**config.mk**
```make
export PLATFORM = sky130hd
export DESIGN_NAME = baggage_drop_ctrl
export DESIGN_NICKNAME = d
export VERILOG_FILES = /design/src/rtl/baggage_drop_ctrl.sv
export SDC_FILE = /design/constraint.sdc
export NUM_CORES = 1
export LEC_CHECK = 0
export BUFFER_PORTS_ARGS = -buffer_cell sky130_fd_sc_hd__buf_2
export CAP_MARGIN = 0
export CORE_AREA = 5 5 109 111
export DETAILED_ROUTE_END_ITERATION = 7
export DIE_AREA = 0 0 114 116
export PLACE_DENSITY = 0.84
export RECOVER_POWER = 50
export SETUP_SLACK_MARGIN = 0.3
export SYNTH_ARGS = -nofsm -noshare
export SYNTH_HDL_FRONTEND = slang
export SYNTH_SLANG_ARGS = --single-unit
```
**constraint.sdc**
```tcl
create_clock -name clk -period 2.5 [get_ports clk]
set_input_delay 0.25 -clock clk [delete_from_list [all_inputs] [get_ports clk]]
set_output_delay 0.25 -clock clk [all_outputs]
set_load 0.01 [all_outputs]
```
**src/rtl/baggage_drop_ctrl.sv**
```systemverilog
// Sequencing controller in front of the combinational baggage_drop datapath.
// Arms on request, debounces the four raw height sensors, presents them with the
// latched time limit, reads back the datapath verdict and runs the hatch.
//
// state  | meaning
// -------+---------------------------------------------------------------
// IDLE   | waiting for arm; outputs quiet, last sensors/t_lim held
// SAMPLE | collecting valid samples until STABLE_CNT identical in a row
// EVAL   | drop_en held for EVAL_CYCLES, then drop_activated is sampled
// OPEN   | hatch open for OPEN_CYCLES (abort cuts it short into COOL)
// COOL   | forced idle after the hatch closes
// FAULT  | timeout or too many HOLD verdicts; left only through abort
module baggage_drop_ctrl #(
    parameter int STABLE_CNT  = 4,
    parameter int TIMEOUT     = 64,
    parameter int EVAL_CYCLES = 2,
    parameter int OPEN_CYCLES = 16,
    parameter int COOL_CYCLES = 8,
    parameter int MAX_RETRY   = 3
) (
    input  logic        clk,
    input  logic        rst_n,
    input  logic        arm,
    input  logic        abort,
    input  logic        sensor_valid,
    input  logic [31:0] raw_sensors,
    input  logic [15:0] t_lim_in,
    input  logic        drop_activated,
    output logic [7:0]  sensor1,
    output logic [7:0]  sensor2,
    output logic [7:0]  sensor3,
    output logic [7:0]  sensor4,
    output logic [15:0] t_lim,
    output logic        drop_en,
    output logic        door_open,
    output logic        busy,
    output logic        fault,
    output logic [2:0]  state
);

    typedef enum logic [2:0] {
        ST_IDLE   = 3'd0,
        ST_SAMPLE = 3'd1,
        ST_EVAL   = 3'd2,
        ST_OPEN   = 3'd3,
        ST_COOL   = 3'd4,
        ST_FAULT  = 3'd5
    } state_e;

    localparam int STAB_W = $clog2(STABLE_CNT + 1);
    localparam int TMO_W  = $clog2(TIMEOUT + 1);
    localparam int RTY_W  = $clog2(MAX_RETRY + 1);

    // One down-counter serves EVAL, OPEN and COOL since they never overlap.
    localparam int TMR_MAX1 = (EVAL_CYCLES > OPEN_CYCLES) ? EVAL_CYCLES : OPEN_CYCLES;
    localparam int TMR_MAX  = (TMR_MAX1 > COOL_CYCLES) ? TMR_MAX1 : COOL_CYCLES;
    localparam int TMR_W    = $clog2(TMR_MAX + 1);

    localparam logic [STAB_W-1:0] STAB_TC  = STAB_W'(STABLE_CNT);
    localparam logic [STAB_W-1:0] STAB_ONE = STAB_W'(1);
    localparam logic [TMO_W-1:0]  TMO_LAST = TMO_W'(TIMEOUT - 1);
    localparam logic [TMO_W-1:0]  TMO_SAT  = TMO_W'(TIMEOUT);
    localparam logic [TMO_W-1:0]  TMO_ONE  = TMO_W'(1);
    localparam logic [RTY_W-1:0]  RTY_TC   = RTY_W'(MAX_RETRY);
    localparam logic [RTY_W-1:0]  RTY_ONE  = RTY_W'(1);
    localparam logic [TMR_W-1:0]  EVAL_LD  = TMR_W'(EVAL_CYCLES - 1);
    localparam logic [TMR_W-1:0]  OPEN_LD  = TMR_W'(OPEN_CYCLES - 1);
    localparam logic [TMR_W-1:0]  COOL_LD  = TMR_W'(COOL_CYCLES - 1);
    localparam logic [TMR_W-1:0]  TMR_ONE  = TMR_W'(1);

    state_e              state_q,     state_d;
    logic [STAB_W-1:0]   stab_cnt_q,  stab_cnt_d;
    logic [TMO_W-1:0]    tmo_cnt_q,   tmo_cnt_d;
    logic [RTY_W-1:0]    retry_cnt_q, retry_cnt_d;
    logic [TMR_W-1:0]    tmr_q,       tmr_d;
    logic                first_q,     first_d;
    logic [31:0]         shadow_q,    shadow_d;
    logic [31:0]         sensors_q,   sensors_d;
    logic [15:0]         t_lim_q,     t_lim_d;
    logic                drop_en_q,   drop_en_d;
    logic                door_open_q, door_open_d;
    logic                busy_q,      busy_d;
    logic                fault_q,     fault_d;
    logic                stable_hit;

    // State, counters, capture registers and all registered outputs.
    always_ff @(posedge clk or negedge rst_n) begin
        if (!rst_n) begin
            state_q     <= ST_IDLE;
            stab_cnt_q  <= '0;
            tmo_cnt_q   <= '0;
            retry_cnt_q <= '0;
            tmr_q       <= '0;
            first_q     <= 1'b0;
            shadow_q    <= '0;
            sensors_q   <= '0;
            t_lim_q     <= '0;
            drop_en_q   <= 1'b0;
            door_open_q <= 1'b0;
            busy_q      <= 1'b0;
            fault_q     <= 1'b0;
        end else begin
            state_q     <= state_d;
            stab_cnt_q  <= stab_cnt_d;
            tmo_cnt_q   <= tmo_cnt_d;
            retry_cnt_q <= retry_cnt_d;
            tmr_q       <= tmr_d;
            first_q     <= first_d;
            shadow_q    <= shadow_d;
            sensors_q   <= sensors_d;
            t_lim_q     <= t_lim_d;
            drop_en_q   <= drop_en_d;
            door_open_q <= door_open_d;
            busy_q      <= busy_d;
            fault_q     <= fault_d;
        end
    end

    // Next-state logic; outputs are decoded from the next state so they change on the entering edge.
    always_comb begin
        state_d     = state_q;
        stab_cnt_d  = stab_cnt_q;
        tmo_cnt_d   = tmo_cnt_q;
        retry_cnt_d = retry_cnt_q;
        tmr_d       = tmr_q;
        first_d     = first_q;
        shadow_d    = shadow_q;
        sensors_d   = sensors_q;
        t_lim_d     = t_lim_q;
        stable_hit  = 1'b0;

        case (state_q)
            ST_IDLE: begin
                if (arm && !abort) begin
                    state_d     = ST_SAMPLE;
                    t_lim_d     = t_lim_in;
                    stab_cnt_d  = '0;
                    tmo_cnt_d   = '0;
                    retry_cnt_d = '0;
                    first_d     = 1'b1;
                end
            end

            ST_SAMPLE: begin
                if (abort) begin
                    state_d = ST_IDLE;
                end else begin
                    tmo_cnt_d = (tmo_cnt_q == TMO_SAT) ? tmo_cnt_q : tmo_cnt_q + TMO_ONE;
                    if (sensor_valid) begin
                        first_d = 1'b0;
                        // The first sample after entry always restarts the run, even if it
                        // happens to match whatever the shadow held from a previous attempt.
                        if (!first_q && (raw_sensors == shadow_q)) begin
                            stab_cnt_d = (stab_cnt_q == STAB_TC) ? stab_cnt_q : stab_cnt_q + STAB_ONE;
                        end else begin
                            shadow_d   = raw_sensors;
                            stab_cnt_d = STAB_ONE;
                        end
                        stable_hit = (stab_cnt_d == STAB_TC);
                    end
                    // Stability is checked first so it wins a tie with the timeout.
                    if (stable_hit) begin
                        sensors_d = raw_sensors;
                        tmr_d     = EVAL_LD;
                        state_d   = ST_EVAL;
                    end else if (tmo_cnt_q == TMO_LAST) begin
                        state_d = ST_FAULT;
                    end
                end
            end

            ST_EVAL: begin
                if (abort) begin
                    state_d = ST_IDLE;
                end else if (tmr_q == '0) begin
                    if (drop_activated) begin
                        tmr_d   = OPEN_LD;
                        state_d = ST_OPEN;
                    end else begin
                        retry_cnt_d = (retry_cnt_q == RTY_TC) ? retry_cnt_q : retry_cnt_q + RTY_ONE;
                        if (retry_cnt_d == RTY_TC) begin
                            state_d = ST_FAULT;
                        end else begin
                            stab_cnt_d = '0;
                            tmo_cnt_d  = '0;
                            first_d    = 1'b1;
                            state_d    = ST_SAMPLE;
                        end
                    end
                end else begin
                    tmr_d = tmr_q - TMR_ONE;
                end
            end

            ST_OPEN: begin
                // Abort still routes through COOL so the hatch gets its cooldown.
                if (abort || (tmr_q == '0)) begin
                    tmr_d   = COOL_LD;
                    state_d = ST_COOL;
                end else begin
                    tmr_d = tmr_q - TMR_ONE;
                end
            end

            ST_COOL: begin
                if (tmr_q == '0) begin
                    state_d = ST_IDLE;
                end else begin
                    tmr_d = tmr_q - TMR_ONE;
                end
            end

            ST_FAULT: begin
                if (abort) begin
                    state_d = ST_IDLE;
                end
            end

            default: begin
                state_d = ST_IDLE;
            end
        endcase

        drop_en_d   = (state_d == ST_EVAL) || (state_d == ST_OPEN);
        door_open_d = (state_d == ST_OPEN);
        busy_d      = (state_d != ST_IDLE);
        fault_d     = (state_d == ST_FAULT);
    end

    assign sensor1   = sensors_q[7:0];
    assign sensor2   = sensors_q[15:8];
    assign sensor3   = sensors_q[23:16];
    assign sensor4   = sensors_q[31:24];
    assign t_lim     = t_lim_q;
    assign drop_en   = drop_en_q;
    assign door_open = door_open_q;
    assign busy      = busy_q;
    assign fault     = fault_q;
    assign state     = state_q;

endmodule

```
==> flow_summary_export.csv <==
group,metric,value,unit
run_status,status,"finished, final reports clean",
place,post-place-ws,-3.61,ps
sta,setup_viol,0,
synthesis,synth-xor-area-share,5.49,%
route,routed_wl,13.9,mm
sta,setup_slack,34.0,ps
synthesis,synth-seq-cells,105,
route,detail_route.wl_per_cell,19.5,um
sta,fmax,0.406,GHz
sta,hold_viol,0,
grt,grt_pass1_wl,19.8,mm
sta,tns,0,ps
worst_setup_path,required,2780,ps
clock_network,cts_tree,"done",
grt,antenna_found_initial,0,
floorplan,die-area,13200,um^2
floorplan,die_h,116,um
route,ant_nets,0,
worst_setup_path,critPathLaunchType,"flip-flop",
worst_setup_path,reg2reg_from,"tmr_q[1]$_DFFE_PN0P_",
clock_network,root_buffer,"clkbuf_8",
worst_setup_path,end_kind,"flip-flop",
place,place_inst,655,
floorplan,rows,38,
worst_setup_path,reg2reg_slack,30,ps
clock_network,htreeDepth,3,
pwr,total_leakage_power,3.21,nW
worst_setup_path,critPathLaunch,"tmr_q[1]$_DFFE_PN0P_",
grt,grt_max_degree,56,
sta,slew_headroom,10.9,%
synthesis,syn-cell-area,5100,um^2
worst_setup_path,timing.critical_path.slowest_stage_cell,"dfrtp_1",
pwr,p_per_area,915,nW/um^2
cells_and_area,instances_no_fill,712,
place,place.gp.congestion,0.909,
worst_setup_path,reg2reg_depth,19,
synthesis,postSynthAreaPerCell,12.6,um^2
synthesis,yosys_warnings,0,
hold_path,min_from,"t_lim_in[10]",
worst_setup_path,cpPeakStageDelay,380,ps
synthesis,muxShareOfSynthArea,20.9,%
clock_network,cts_buffers,9,
route,vias,3929,
run,drv_cap,0,
worst_setup_path,arrival,2750,ps
floorplan,core_area,10700,um^2
hold_path,hold_depth,2,
clock_network,clkTransAtPathRegs,100,ps
route,via_per_inst,5.52,
sta,fin_skew,9.02,ps
sta,max_slew.worst_pin.slew,1340,ps
floorplan,die-width,114,um
worst_setup_path,critPathBufInv,18,
route,dr.pass1.iters,4,
route,drc,0,
worst_setup_path,timing.rr.end,"tmr_q[1]$_DFFE_PN0P_",
worst_setup_path,critical_path_peak_fanout,2,
synthesis,synth-compound-area-share,7.77,%
grt,grt_pass1_vias,4067,
clock_network,clock-sinks,105,
synthesis,synth-simple-area-share,9.61,%
worst_setup_path,crit_top_cell,"buf_6",
sta,slew_viol_final,0,
floorplan,start_util,47.7,%
sta,period_share,98.6,%
floorplan,io_pins,109,
worst_setup_path,crit_family,"buffers and inverters",
cells_and_area,antenna_cells,0,
cells_and_area,stdcell_area,6840,um^2
synthesis,yosysSeqAreaShare,51.5,%
cells_and_area,final_layout_size_suffix_gt1_share,43.4,%
clock_network,cts_buffer_depth,2,
synthesis,syn_inst,404,
sta,rsz0062_at_grt,"yes",
synthesis,synthAdderAreaFrac,1.23,%
route,first_iter_violations,193,
cells_and_area,fin_nets,626,
grt,grt_usage,18.9,%
grt,overflow,0,
hold_path,holdPathEnd,"t_lim[10]$_DFFE_PN0P_",
sta,fin_crit,2470,ps
place,placed_area,5920,um^2
synthesis,synth.distinct_cells,55,
worst_setup_path,cp_cell_sequence,"inv_2 -> buf_4 -> buf_6 -> buf_4 -> buf_4 -> buf_6 -> buf_6 -> buf_6 -> buf_6 -> buf_6 -> buf_6 -> buf_6 -> buf_6 -> buf_6 -> buf_6 -> buf_6 -> buf_6 -> buf_6 -> mux2i_1",
hold_path,hold_path_class,"primary input to flip-flop",
place,port_buffers,108,
place,dp_hpwl,8.09,mm
synthesis,synth_top_family_by_area,"multiplexers",
worst_setup_path,criticalPathCategory,"flip-flop to flip-flop",
synthesis,syn_nets,463,
cells_and_area,area_growth,33.9,%
clock_network,clk_latency,370,ps
pwr,ir_drop,598,uV
## state kept, by name, summed over array words and instances (netlist names)
signal	flops
sensors_q	32
shadow_q	32
t_lim	16
tmo_cnt_q	7
tmr_q	5
stab_cnt_q	3
state	3
retry_cnt_q	2
busy	1
door_open	1
drop_en	1
fault	1
first_q	1
## worst register-to-register path: stages, from the launching register on
cell     delay [ps]
dfrtp_1         380
inv_2            60
buf_4           130
buf_6           100
buf_4           110
buf_4           120
buf_6           100
buf_6           100
buf_6           100
buf_6           100
buf_6           100
buf_6           100
buf_6           110
buf_6           100
buf_6           100
buf_6           100
buf_6           100
buf_6           100
buf_6           100
mux2i_1         150
## area by class of cell
class / instances / area, um^2
Fill cell: 810 / 3860
Sequential cell: 105 / 2630
Multi-Input combinational cell: 270 / 2600
Timing Repair Buffer: 168 / 1180
Tap cell: 140 / 175
Clock buffer: 10 / 138
Clock inverter: 6 / 66.3
Inverter: 13 / 48.8
## Yosys cell counts, drive strengths merged
| library cell | count | area (um^2) |
|---|---|---|
| mux2i | 3 | 30.0 |
| a22oi | 3 | 22.5 |
| a31oi | 1 | 6.26 |
| a21boi | 1 | 7.51 |
| o22a | 2 | 17.5 |
| or3 | 3 | 18.8 |
| a2111oi | 1 | 10.0 |
| o21a | 2 | 15.0 |
| o2bb2ai | 1 | 8.76 |
| a41oi | 1 | 16.3 |
| o22ai | 3 | 18.8 |
| mux2 | 82 | 1040 |
| a21bo | 1 | 10.0 |
| xnor2 | 29 | 254 |
| a2111o | 1 | 11.3 |
| o221ai | 1 | 8.76 |
| or4b | 1 | 10.0 |
| nand3 | 7 | 35.0 |
| nor4 | 3 | 25.0 |
| nor3b | 3 | 22.5 |
| nand4 | 9 | 56.3 |
| and3 | 4 | 25.0 |
| o21ai | 14 | 70.1 |
| dfrtp | 105 | 2630 |
| a22o | 3 | 26.3 |
| buf | 10 | 106 |
| xor2 | 3 | 26.3 |
| nor2 | 21 | 78.8 |
| nand2b | 4 | 25.0 |
| and2 | 4 | 25.0 |
| a211oi | 2 | 15.0 |
| inv | 13 | 48.8 |
| a221oi | 1 | 8.76 |
| a21o | 1 | 7.51 |
| a21oi | 10 | 61.3 |
| nand2 | 17 | 63.8 |
| o31ai | 1 | 7.51 |
| clkbuf | 7 | 26.3 |
| nor2b | 5 | 31.3 |
| ha | 5 | 62.6 |
| o211ai | 2 | 15.0 |
| a311oi | 1 | 8.76 |
| nor3 | 9 | 56.3 |
| o2111ai | 2 | 23.8 |
| nor4b | 2 | 17.5 |
## kinds of logic (layout without fill, tap and decap cells)
family / after synthesis / in the layout
flip-flops: 105 / 105
XOR/XNOR: 32 / 32
AO/OA/AOI/OAI: 55 / 56
multiplexers: 85 / 85
buffers and inverters: 30 / 197
adder cells (fa/ha/maj): 5 / 5
AND/OR/NAND/NOR: 92 / 92
## layout by cell type (no fill, tap or decap), types with 6 or more instances in the layout
cell,instances
clkbuf_1,53
dfrtp_1,105
a21oi_1,7
buf_4,27
mux2_2,16
inv_1,9
buf_6,20
buf_2,54
o21ai_0,9
clkbuf_8,10
nand4_1,9
nand3_1,7
xnor2_1,29
nand2_1,16
nor2_1,18
nor3_1,6
mux2_4,66
## routing by layer
layer	GRT usage, %	share of wire, %
met5	0	0
met4	6.10	2.3
met3	4.86	5.9
met2	33.6	52
met1	22.6	40
## power breakdown
part	internal (mW)	total, mW	switching, mW
Combinational	1.45	2.64	1.19
Sequential	2.15	2.52	0.372
Clock	0.495	1.09	0.595
Total	4.10	6.25	2.16
## worst max path at each step
stage	cells after the start	to	slack, ps
after floorplan	11	shadow_q[10]$_DFFE_PN0P_	-70
after global placement	9	tmr_q[3]$_DFFE_PN0P_	50
after detailed placement	9	tmr_q[0]$_DFFE_PN0P_	-4
after CTS	9	shadow_q[31]$_DFFE_PN0P_	90
after global routing	9	shadow_q[30]$_DFFE_PN0P_	-60
final	19	tmr_q[1]$_DFFE_PN0P_	30
## metrics by stage
step	hold WS [ps]	util [%]	power, mW
floorplan	-45.6	-	3.92
CTS	90.3	61.0	6.01
detailed placement	340	55.3	4.58
finish	105	63.9	6.25
global placement	334	55.3	4.46
global route	85.7	63.9	6.58
## repair_timing
action                                  CTS  global route
buffers inserted                         24             8
endpoints found under the setup margin   76            81
hold buffers                              1             0
resized for setup                        32            58
hold endpoints to repair                 53             0
pin swaps                                 6             7
gates cloned                              4             4
(Power assumes the default switching activity.)
